### src/rtl/urf_read_ctrl.sv
// ---------------------------------------------------------------------------
// urf_read_ctrl
//   Burst read controller for the universal register file (URF). A burst
//   request (start address + length-minus-one) is turned into a stream of
//   single-cycle URF reads. The returned words are delivered on a
//   valid/ready response stream through a 3-entry buffer. Reads are issued
//   against a credit count so that the buffer can never overflow.
//
// Ports
//   clk, rst      : clock, synchronous active-high reset
//   req_valid     : burst request valid (accepted only in IDLE)
//   req_ready     : controller idle and able to accept a request
//   req_addr      : first URF address of the burst
//   req_len       : burst length minus one
//   rf_read_en    : URF read strobe
//   rf_read_addr  : URF read address (0 when no read is issued)
//   rf_read_data  : URF read data, valid one cycle after rf_read_en
//   rsp_valid     : response word available at buffer head
//   rsp_ready     : downstream accepts the response word
//   rsp_data      : response word
//   rsp_addr      : URF address the response word came from
//   rsp_last      : response word is the final word of the burst
//   busy          : controller is in READ or DRAIN
// ---------------------------------------------------------------------------
module urf_read_ctrl #(
    parameter int DATA_WIDTH = 8,
    parameter int DEPTH      = 16,
    parameter int ADDR_WIDTH = 4
) (
    input  logic                  clk,
    input  logic                  rst,
    input  logic                  req_valid,
    output logic                  req_ready,
    input  logic [ADDR_WIDTH-1:0] req_addr,
    input  logic [ADDR_WIDTH-1:0] req_len,
    output logic                  rf_read_en,
    output logic [ADDR_WIDTH-1:0] rf_read_addr,
    input  logic [DATA_WIDTH-1:0] rf_read_data,
    output logic                  rsp_valid,
    input  logic                  rsp_ready,
    output logic [DATA_WIDTH-1:0] rsp_data,
    output logic [ADDR_WIDTH-1:0] rsp_addr,
    output logic                  rsp_last,
    output logic                  busy
);

    localparam int FIFO_DEPTH = 3;

    typedef enum logic [1:0] {
        IDLE  = 2'd0,
        READ  = 2'd1,
        DRAIN = 2'd2
    } state_t;

    state_t state, state_nxt;

    // Burst bookkeeping
    logic [ADDR_WIDTH-1:0] rd_addr;
    logic [ADDR_WIDTH-1:0] rd_cnt;
    logic [ADDR_WIDTH-1:0] burst_len;
    logic                  credit_ok;
    logic                  issue;
    logic                  issue_last;
    logic                  accept;

    // Read-return pipeline (one-cycle URF latency)
    logic                  vld_p1;
    logic [ADDR_WIDTH-1:0] addr_p1;
    logic                  last_p1;

    // Response buffer
    logic [DATA_WIDTH-1:0] fifo_data [FIFO_DEPTH];
    logic [ADDR_WIDTH-1:0] fifo_addr [FIFO_DEPTH];
    logic [FIFO_DEPTH-1:0] fifo_last;
    logic [1:0]            wr_ptr;
    logic [1:0]            rd_ptr;
    logic [1:0]            fifo_cnt;
    logic                  fifo_empty;
    logic                  push;
    logic                  pop;

    // Address successor: wraps DEPTH-1 back to 0.
    function automatic logic [ADDR_WIDTH-1:0] addr_inc(input logic [ADDR_WIDTH-1:0] a);
        return ADDR_WIDTH'((32'(a) + 32'd1) % DEPTH);
    endfunction

    // Buffer pointer successor over FIFO_DEPTH entries (not a power of two).
    function automatic logic [1:0] ptr_inc(input logic [1:0] p);
        return (p == 2'(FIFO_DEPTH - 1)) ? 2'd0 : p + 2'd1;
    endfunction

    // Every issued read owns a buffer slot from the moment it is issued until
    // its word is popped, so buffered words plus the one read in flight must
    // leave room for another. This never looks at rsp_ready.
    assign credit_ok  = ({1'b0, fifo_cnt} + {2'b00, vld_p1}) < 3'(FIFO_DEPTH);
    assign issue      = (state == READ) && credit_ok;
    assign issue_last = issue && (rd_cnt == burst_len);
    assign accept     = (state == IDLE) && req_valid;

    assign fifo_empty = (fifo_cnt == 2'd0);
    assign push       = vld_p1;
    assign pop        = !fifo_empty && rsp_ready;

    // FSM next state and control outputs
    always_comb begin
        state_nxt = state;
        req_ready = 1'b0;
        busy      = 1'b1;
        case (state)
            IDLE: begin
                req_ready = 1'b1;
                busy      = 1'b0;
                if (req_valid) state_nxt = READ;
            end
            READ: begin
                if (issue_last) state_nxt = DRAIN;
            end
            DRAIN: begin
                if (pop && fifo_last[rd_ptr]) state_nxt = IDLE;
            end
            default: begin
                state_nxt = IDLE;
            end
        endcase
    end

    assign rf_read_en   = issue;
    assign rf_read_addr = issue ? rd_addr : '0;

    always_ff @(posedge clk) begin
        if (rst) state <= IDLE;
        else     state <= state_nxt;
    end

    always_ff @(posedge clk) begin
        if (rst) begin
            rd_addr   <= '0;
            rd_cnt    <= '0;
            burst_len <= '0;
        end else if (accept) begin
            rd_addr   <= req_addr;
            rd_cnt    <= '0;
            burst_len <= req_len;
        end else if (issue) begin
            rd_addr   <= addr_inc(rd_addr);
            rd_cnt    <= rd_cnt + ADDR_WIDTH'(1);
        end
    end

    // ---- stage p0 -> p1: read issued, URF data arrives next cycle ----
    always_ff @(posedge clk) begin
        if (rst) vld_p1 <= 1'b0;
        else     vld_p1 <= issue;
    end

    always_ff @(posedge clk) begin
        addr_p1 <= rd_addr;
        last_p1 <= issue_last;
    end

    // ---- stage p1 -> buffer: capture URF data with its address/last ----
    always_ff @(posedge clk) begin
        if (push) begin
            fifo_data[wr_ptr] <= rf_read_data;
            fifo_addr[wr_ptr] <= addr_p1;
            fifo_last[wr_ptr] <= last_p1;
        end
    end

    always_ff @(posedge clk) begin
        if (rst) begin
            wr_ptr   <= 2'd0;
            rd_ptr   <= 2'd0;
            fifo_cnt <= 2'd0;
        end else begin
            if (push) wr_ptr <= ptr_inc(wr_ptr);
            if (pop)  rd_ptr <= ptr_inc(rd_ptr);
            case ({push, pop})
                2'b10:   fifo_cnt <= fifo_cnt + 2'd1;
                2'b01:   fifo_cnt <= fifo_cnt - 2'd1;
                default: fifo_cnt <= fifo_cnt;
            endcase
        end
    end

    // Head fields are masked while empty so stale or never-written entries
    // are never visible and the outputs read 0 out of reset.
    assign rsp_valid = !fifo_empty;
    assign rsp_data  = rsp_valid ? fifo_data[rd_ptr] : '0;
    assign rsp_addr  = rsp_valid ? fifo_addr[rd_ptr] : '0;
    assign rsp_last  = rsp_valid && fifo_last[rd_ptr];

endmodule

### config.mk
export PLATFORM = sky130hd
export DESIGN_NAME = urf_read_ctrl
export DESIGN_NICKNAME = d
export VERILOG_FILES = /design/src/rtl/urf_read_ctrl.sv
export SDC_FILE = /design/constraint.sdc
export NUM_CORES = 1
export LEC_CHECK = 0
export BUFFER_PORTS_ARGS = -buffer_cell sky130_fd_sc_hd__buf_2
export CORE_AREA = 2 2 70 85
export CTS_CLUSTER_SIZE = 24
export DETAILED_ROUTE_END_ITERATION = 10
export DIE_AREA = 0 0 72 87
export PLACE_DENSITY = 0.71
export REMOVE_ABC_BUFFERS = 1
export SLEW_MARGIN = 40
export SYNTH_ARGS = -nofsm -noshare
export SYNTH_HDL_FRONTEND = slang
export SYNTH_SLANG_ARGS = --single-unit
### constraint.sdc
create_clock -name clk -period 1.9 [get_ports clk]
set_input_delay 0.19 -clock clk [delete_from_list [all_inputs] [get_ports clk]]
set_output_delay 0.19 -clock clk [all_outputs]
set_load 0.05 [all_outputs]
==> impl_results.md, run 1 <==
- Status: completed
- Min Clock Period, post-route: 1840 ps
- Unrepaired setup endpoints after global routing: yes
- Clk buf depth: 2
- Root Buffer: clkbuf_8
- Worst r2r path cells: 8
- Wirelength per Cell: 14.3 µm
- R2r endpoint: rd_addr[3]$_SDFFE_PP0P_
- Seq/Total Area, Yosys: 0.654
- Top sig layer: met4
- Initial Util: 0.480
- Lkg Pwr: 0.00132 µW
- Main synth FF type: edfxtp_1
- Pin count of the biggest net entering global routing: 25
- Syn Inst Count: 218
- Gr ovfl total: 0
- Critical Path RT: 1710 ps
- Width of the die: 72 µm
- Initial antenna violation count: 0
- Total routed wirelength: 4900 µm
- Vias in the first global route: 1763
- Crit path launch: push$_SDFF_PP0_
- MaxCap Viol Count: 0
- Number of flops mapped to enable cells by yosys: 39
- CP most frequent cell: ha_4
- WP data arrival: 1650 ps
- Family with the most delay on the worst path: simple AND/OR/NAND/NOR gates
- Ys Warns: 0
- Crit-path slowest cell: dfxtp_2
- Num rows: 30
- Core Area: 5520 µm²
- Crit end category: output port
- Critical path class: flip-flop to output port
- Cell variety after synth: 33
- Post-Synth Adder-Cell Area: 0.0236
- Post-synth ARST share: 0
- Worst path cell trace: ha_4 -> ha_4 -> nor3b_4 -> buf_6 -> and3_4 -> buf_8
- N_diodes: 0
- Multi-input gate area in the final layout: 916 µm²
- Final ANT Viol Nets: 0
- Initial detailed-routing violation count: 74
- Setup violators final: 0
- First-pass GRT wire length: 7900 µm
- DRC: 0
- Die area: 6260 µm²
- Post-synth top cells: nor2_1, edfxtp_1, dfxtp_1
- Flop-to-flop setup slack: 270 ps
- WL met2: 2570 µm
- Simple-gate area share of the yosys netlist: 0.134
- Post-synthesis compound-gate area fraction: 0.0643
- Sink of the worst hold path: fifo_data[0][4]$_DFFE_PP_
- Syn avg cell area: 12.1 µm²
- Synth top area share: 0.442
- Layout fillers: 455
- Worst hold path class: input pin to flip-flop
- Layout cells sized above 1: 0.301
- Htree depth: 3
- Fmax: 544 MHz
- Mux share of post-synthesis cell area: 0.0643
- CP peak stage delay: 340 ps
- Post-DP Area: 2970 µm²
- Length of routed wiring on met1: 1970 µm
- WHS: 49.7 ps
- Number of port buffers: 40
- Rel. slew slack: 0.614
- CTS tree: built
- Setup crit start kind: flip-flop
- WHS Path Cells: 1
- Vias after detailed routing: 1763
- Post-DP HPWL: 3210 µm
- Main combinational cell family by area after synthesis: simple AND/OR/NAND/NOR gates
- Nets: 299
- Mapped cell area: 2650 µm²
- Flops & latches, synth: 67
- Area Overhead vs Synth: 26.5%
- Boundary pin count: 41
- XOR/XNOR share of the synthesized area: 0.0397
- Worst-path maximum fanout: 7
- Vias/cell: 5.14
- Clock Pin Slew Worst Setup and Hold Paths: 70 ps
- Most instantiated library cell after synthesis: nor2_1
- Skew final: 7.34 ps
- Reg-to-Reg Start: push$_SDFF_PP0_
- Drt first pass iters: 4
- Inserted Clock Buffers: 9
- WP buf/inv: 2
- GRT Overall Usage: 0.175
- Later-pin clock latency in the skew report: 340 ps
- HP Start: rf_read_data[4]
- Final Cycle Share: 0.967
- Clk sinks: 67
- Placer Congestion: 0.723
- VDD IR max: 595 µV
- WL met3: 228 µm
- Synth top area cells: edfxtp_1, dfxtp_1, nor2_1
- Register area: 1730 µm²
- P per Cell Area: 1380 nW/µm²
- Worst-Margin Slew: 577 ps
- Slew Viols, Final: 0
- Die H: 87 µm
- Cell taking the most area after synthesis: edfxtp_1
- Final Hold Vio Count: 0
- Final Instance Area: 3350 µm²
per-stage QoR:
step | TNS (ps) | cells | util | setup WS [ps] | total power, µW
2_1_floorplan | -764 | 211 | - | -77.4 | 2760
3_3_place_gp | 0 | 323 | 0.538 | 141 | 3090
3_5_place_dp | 0 | 323 | 0.538 | 113 | 3120
4_1_cts | 0 | 341 | 0.603 | 15.3 | 4640
5_1_grt | -17.7 | 343 | 0.607 | -7.65 | 4830
6_report | 0 | 343 | 0.607 | 62.7 | 4620
flip-flops by register name, indices dropped and copies added, names as in the netlist, named ones only:
register and count:
addr_p1 4, burst_len 4, fifo_addr 12, fifo_cnt 2, fifo_data 24, fifo_last 3, last_p1 1, push 1
rd_addr 4, rd_cnt 4, rd_ptr 2, state 2, wr_ptr 2
worst max-delay path by stage:
stage / cells after the start / endpoint
after floorplan: 4 / rd_cnt[0]$_SDFFE_PP0N_
after global placement: 6 / rf_read_en
after detailed placement: 6 / rf_read_en
after CTS: 6 / rf_read_addr[2]
after global routing: 6 / rf_read_addr[2]
final: 6 / rf_read_addr[2]
cell usage in the layout (no fill, tap or decap), types with 3 or more instances in the layout:
| cell | count |
|---|---|
| a21oi_1 | 18 |
| and3_4 | 4 |
| buf_2 | 35 |
| buf_4 | 11 |
| buf_8 | 5 |
| bufinv_16 | 3 |
| clkbuf_8 | 10 |
| clkinv_4 | 3 |
| dfxtp_1 | 26 |
| edfxtp_1 | 39 |
| ha_1 | 3 |
| inv_1 | 4 |
| mux2i_1 | 17 |
| nand2_1 | 9 |
| nand3_1 | 3 |
| nor2_1 | 46 |
| xnor2_1 | 7 |
| xor2_1 | 5 |
power by group:
| part | total (µW) | internal, µW | switching [µW] |
|---|---|---|---|
| clock network | 1450 | 909 | 539 |
| logic | 1390 | 456 | 935 |
| registers | 1780 | 1680 | 101 |
timing repair:
item | in CTS | in global routing
hold endpoints to repair | 0 | 0
setup endpoints to repair | 5 | 5
cloned | 0 | 0
setup buffers | 2 | 2
gates resized for setup | 25 | 2
hold buffers | 0 | 0
pin swaps | 1 | 1
final cells by class:
type,count,area share
Sequential cell,67,0.518
Multi-Input combinational cell,139,0.274
Timing Repair Buffer,52,0.103
Clock buffer,10,0.0411
Clock inverter,6,0.0336
Tap cell,64,0.0239
Inverter,5,0.00710
kinds of logic (layout without fill, tap and decap cells):
logic type,after synthesis,after routing
AND/OR/NAND/NOR,77,77
flip-flops,67,67
AO/OA/AOI/OAI,28,28
multiplexers,17,17
XOR/XNOR,12,12
buffers and inverters,12,73
adder cells (fa/ha/maj),5,5
per-layer routing:
| metal | track usage | vias up |
|---|---|---|
| li1 | - | 879 |
| met1 | 0.176 | 822 |
| met2 | 0.305 | 48 |
| met3 | 0.0509 | 14 |
| met4 | 0.123 | 0 |
| met5 | 0 | - |
No activity file was read; power rests on OpenSTA's default activity.
==> inputs of run 2 (changes only) <==
ABC_AREA = 1   (was not set)
CORE_AREA = 2 2 71 87   (was 2 2 70 85)
DIE_AREA = 0 0 73 89   (was 0 0 72 87)
PLACE_DENSITY = 0.72   (was 0.71)
==> run 2 against run 1 <==
First-iteration DRC count grew 5.4%. Setup slack gained 9.7 ps. Maximum frequency increased by 0.53%. Synthesized cell count increased by 27%. Total power fell by 2.7%. Clock power hardly changed. Clock skew barely moved. Sequential power down 2%. Combinational power decreased by 6%.
==> impl_results.md, run 2 <==
- CP peak stage delay: 350 ps (about the same)
- P per Cell Area: 1280 nW/µm² (-7.1%)
- WL met3: 242 µm (+6.1%)
- First-pass GRT wire length: 8470 µm (+7.3%)
- MaxCap Viol Count: 0 (unchanged)
- Placement Setup Slack: 209 ps (+95.1 ps)
- Critical Path RT: 1710 ps (about the same)
- Flop-to-flop setup slack: 220 ps (-50 ps)
- WP data arrival: 1640 ps (about the same)
- Initial antenna violation count: 0 (unchanged)
- Initial detailed-routing violation count: 78 (+5.4%)
- Ys Warns: 0 (unchanged)
- Num rows: 30 (unchanged)
- Commonest non-fill, non-tap cell in the layout: inv_1
- DRC: 0 (unchanged)
- Top sig layer: met4
- Core Area: 5590 µm² (+1.4%)
- Critical path class: flip-flop to output port
- Gr ovfl total: 0 (unchanged)
- Root Buffer: clkbuf_8
- Most instantiated library cell after synthesis: inv_1
- Seq/Total Area, Yosys: 0.614 (-0.0398)
- Syn Inst Count: 277 (+27%)
- Final ANT Viol Nets: 0 (unchanged)
- Layout cells sized above 1: 0.303 (+0.00160)
- Number of port buffers: 40 (unchanged)
- Final Cycle Share: 0.962 (-0.00510)
- Post-synth ARST share: 0 (unchanged)
- Layout Utilization: 0.627 (+0.0200)
- Later-pin clock latency in the skew report: 340 ps (about the same)
- Post-DP HPWL: 3510 µm (+9.2%)
- Length of routed wiring on met1: 2100 µm (+6.5%)
- Register area: 1740 µm² (about the same)
- Inserted Clock Buffers: 9 (unchanged)
- Clock Pin Slew Worst Setup and Hold Paths: 70 ps (about the same)
- Cell taking the most area after synthesis: edfxtp_1
- Post-synth top cells: inv_1, edfxtp_1, nand2_1
- WL met2: 2750 µm (+7.3%)
- Clk buf depth: 2 (unchanged)
- Multi-input gate area in the final layout: 921 µm² (+0.55%)
- Setup violators final: 0 (unchanged)
- Vias in the first global route: 1946 (+10%)
- Crit end category: output port
- Crit-path slowest cell: mux2_2
- Syn avg cell area: 10.2 µm² (-16%)
- Flops & latches, synth: 67 (unchanged)
- Drt first pass iters: 4 (unchanged)
- GRT Overall Usage: 0.177 (+0.00251)
- Vias after detailed routing: 2004 (+14%)
- Min Clock Period, post-route: 1830 ps (-9.69 ps)
- Total routed wirelength: 5180 µm (+5.7%)
- Setup ws final: 72.4 ps (+9.69 ps)
- VDD IR max: 728 µV (+22%)
- Main synth FF type: edfxtp_1
- Htree depth: 3 (unchanged)
- Width of the die: 73 µm (+1.4%)
- Cts hold-fix bufs: 0 (unchanged)
- Mapped cell area: 2820 µm² (+6.5%)
- Fmax: 547 MHz (+0.53%)
- CTS tree: built
- Worst-path maximum fanout: 12 (+5)
- Placer Congestion: 0.760 (+5.2%)
- Worst-Margin Slew: 335 ps (-243 ps)
- Area Overhead vs Synth: 24.4%
- Pin count of the biggest net entering global routing: 25 (unchanged)
- Slew Viols, Final: 0 (unchanged)
- Regs by FF count: fifo_data (24), fifo_addr (12)
- Status: completed
- Setup crit start kind: flip-flop
- Lkg Pwr: 0.00158 µW (+19%)
- Vias/cell: 5.00 (-2.8%)
- Nets: 357 (+19%)
- Number of flops mapped to enable cells by yosys: 39 (unchanged)
- Unrepaired setup endpoints after global routing: yes
- Boundary pin count: 41 (unchanged)
- Worst hold path class: input pin to flip-flop
- Skew final: 7.20 ps (-0.137 ps)
- Layout fillers: 428 (-5.9%)
- Largest Register: fifo_data
- Worst path cell trace: buf_6 -> mux2_2 -> o21ai_0 -> inv_1 -> buf_2
- Initial Util: 0.504 (+0.0242)
- Rel. slew slack: 0.776 (+0.161)
- Die area: 6500 µm² (+3.7%)
- Most frequent cells in the layout: inv_1, edfxtp_1, buf_2, nand2_1, a21oi_1
- N_diodes: 0 (unchanged)
- Die H: 89 µm (+2.3%)
- Final Hold Vio Count: 0 (unchanged)
- Synth top area share: 0.415 (-0.0269)
- Clk sinks: 67 (unchanged)
- Largest register FFs: 24 (unchanged)
- Cell variety after synth: 26 (-21%)
- Synth top area cells: edfxtp_1, dfxtp_1, inv_1
- Wirelength per Cell: 12.9 µm (-9.6%)
## run 2: cell count changes after synthesis, moves of 4 or more
| cell | change |
|---|---|
| nand2_1 | +25 |
| xnor2_1 | -6 |
| and3_2 | -4 |
| o21ai_0 | +17 |
| a21oi_1 | +12 |
| nor2_1 | -24 |
| mux2_2 | +12 |
| inv_1 | +48 |
| mux2i_1 | -17 |
## run 2: logic make-up (layout without fill, tap and decap cells)
logic type,count (synthesis),after routing,share of synthesized area
adder cells (fa/ha/maj),5,5,0.0222
flip-flops,67,67,0.614
buffers and inverters,61,121,0.0821
AND/OR/NAND/NOR,74,74,0.120
AO/OA/AOI/OAI,53,53,0.0976
XOR/XNOR,5,5,0.0155
multiplexers,12,12,0.0479
## run 2: final cells by class
type,count,area share
Clock buffer,11,0.0432
Sequential cell,67,0.495
Clock inverter,5,0.0282
Timing Repair Buffer,50,0.0878
Inverter,55,0.0603
Multi-Input combinational cell,149,0.263
Tap cell,64,0.0228
## run 2: through the flow
step	std cells	power (µW)	hold slack (ps)	TNS, ps	instance area, µm²
detailed placement	383	3030	397	0	3140
global placement	383	3000	390	0	3140
CTS	401	4520	34.0	0	3490
global route	401	4710	30.1	-7.09	3510
finish	401	4490	45.8	0	3510
floorplan	271	2690	259	-1390	2790
## run 2: power breakdown
part           internal (µW)  switching, µW
Sequential              1670           76.2
Clock                    936            503
Combinational            404            911
Total                   3010           1490
## run 2: worst paths after layout
check / start / endpoint / cells after the start
hold reg to reg: rd_addr[3]$_SDFFE_PP0P_ / addr_p1[3]$_DFF_P_ / 0
hold / removal: rf_read_data[5] / fifo_data[0][5]$_DFFE_PP_ / 1
setup / recovery: flip-flop / rsp_data[2] / 5
setup reg to reg: push$_SDFF_PP0_ / rd_addr[1]$_SDFFE_PP0P_ / 11
## run 2: layer usage
| layer | track usage | up-vias |
|---|---|---|
| met5 | 0 | - |
| met4 | 0.0825 | 0 |
| met3 | 0.0496 | 11 |
| met2 | 0.328 | 56 |
| met1 | 0.183 | 924 |
| li1 | - | 1013 |
## run 2: worst max-delay path: cells and delay by family (launching register included)
| kind | cells | cell delay (ps) |
|---|---|---|
| AO/OA/AOI/OAI | 1 | 170 |
| buffers and inverters | 3 | 440 |
| flip-flops | 1 | 330 |
| multiplexers | 1 | 350 |
## run 2: repair_timing
action,in CTS,in global routing
cloned,0,0
resized for setup,24,5
pin swaps,5,2
endpoints found under the setup margin,4,10
buffers inserted,2,0
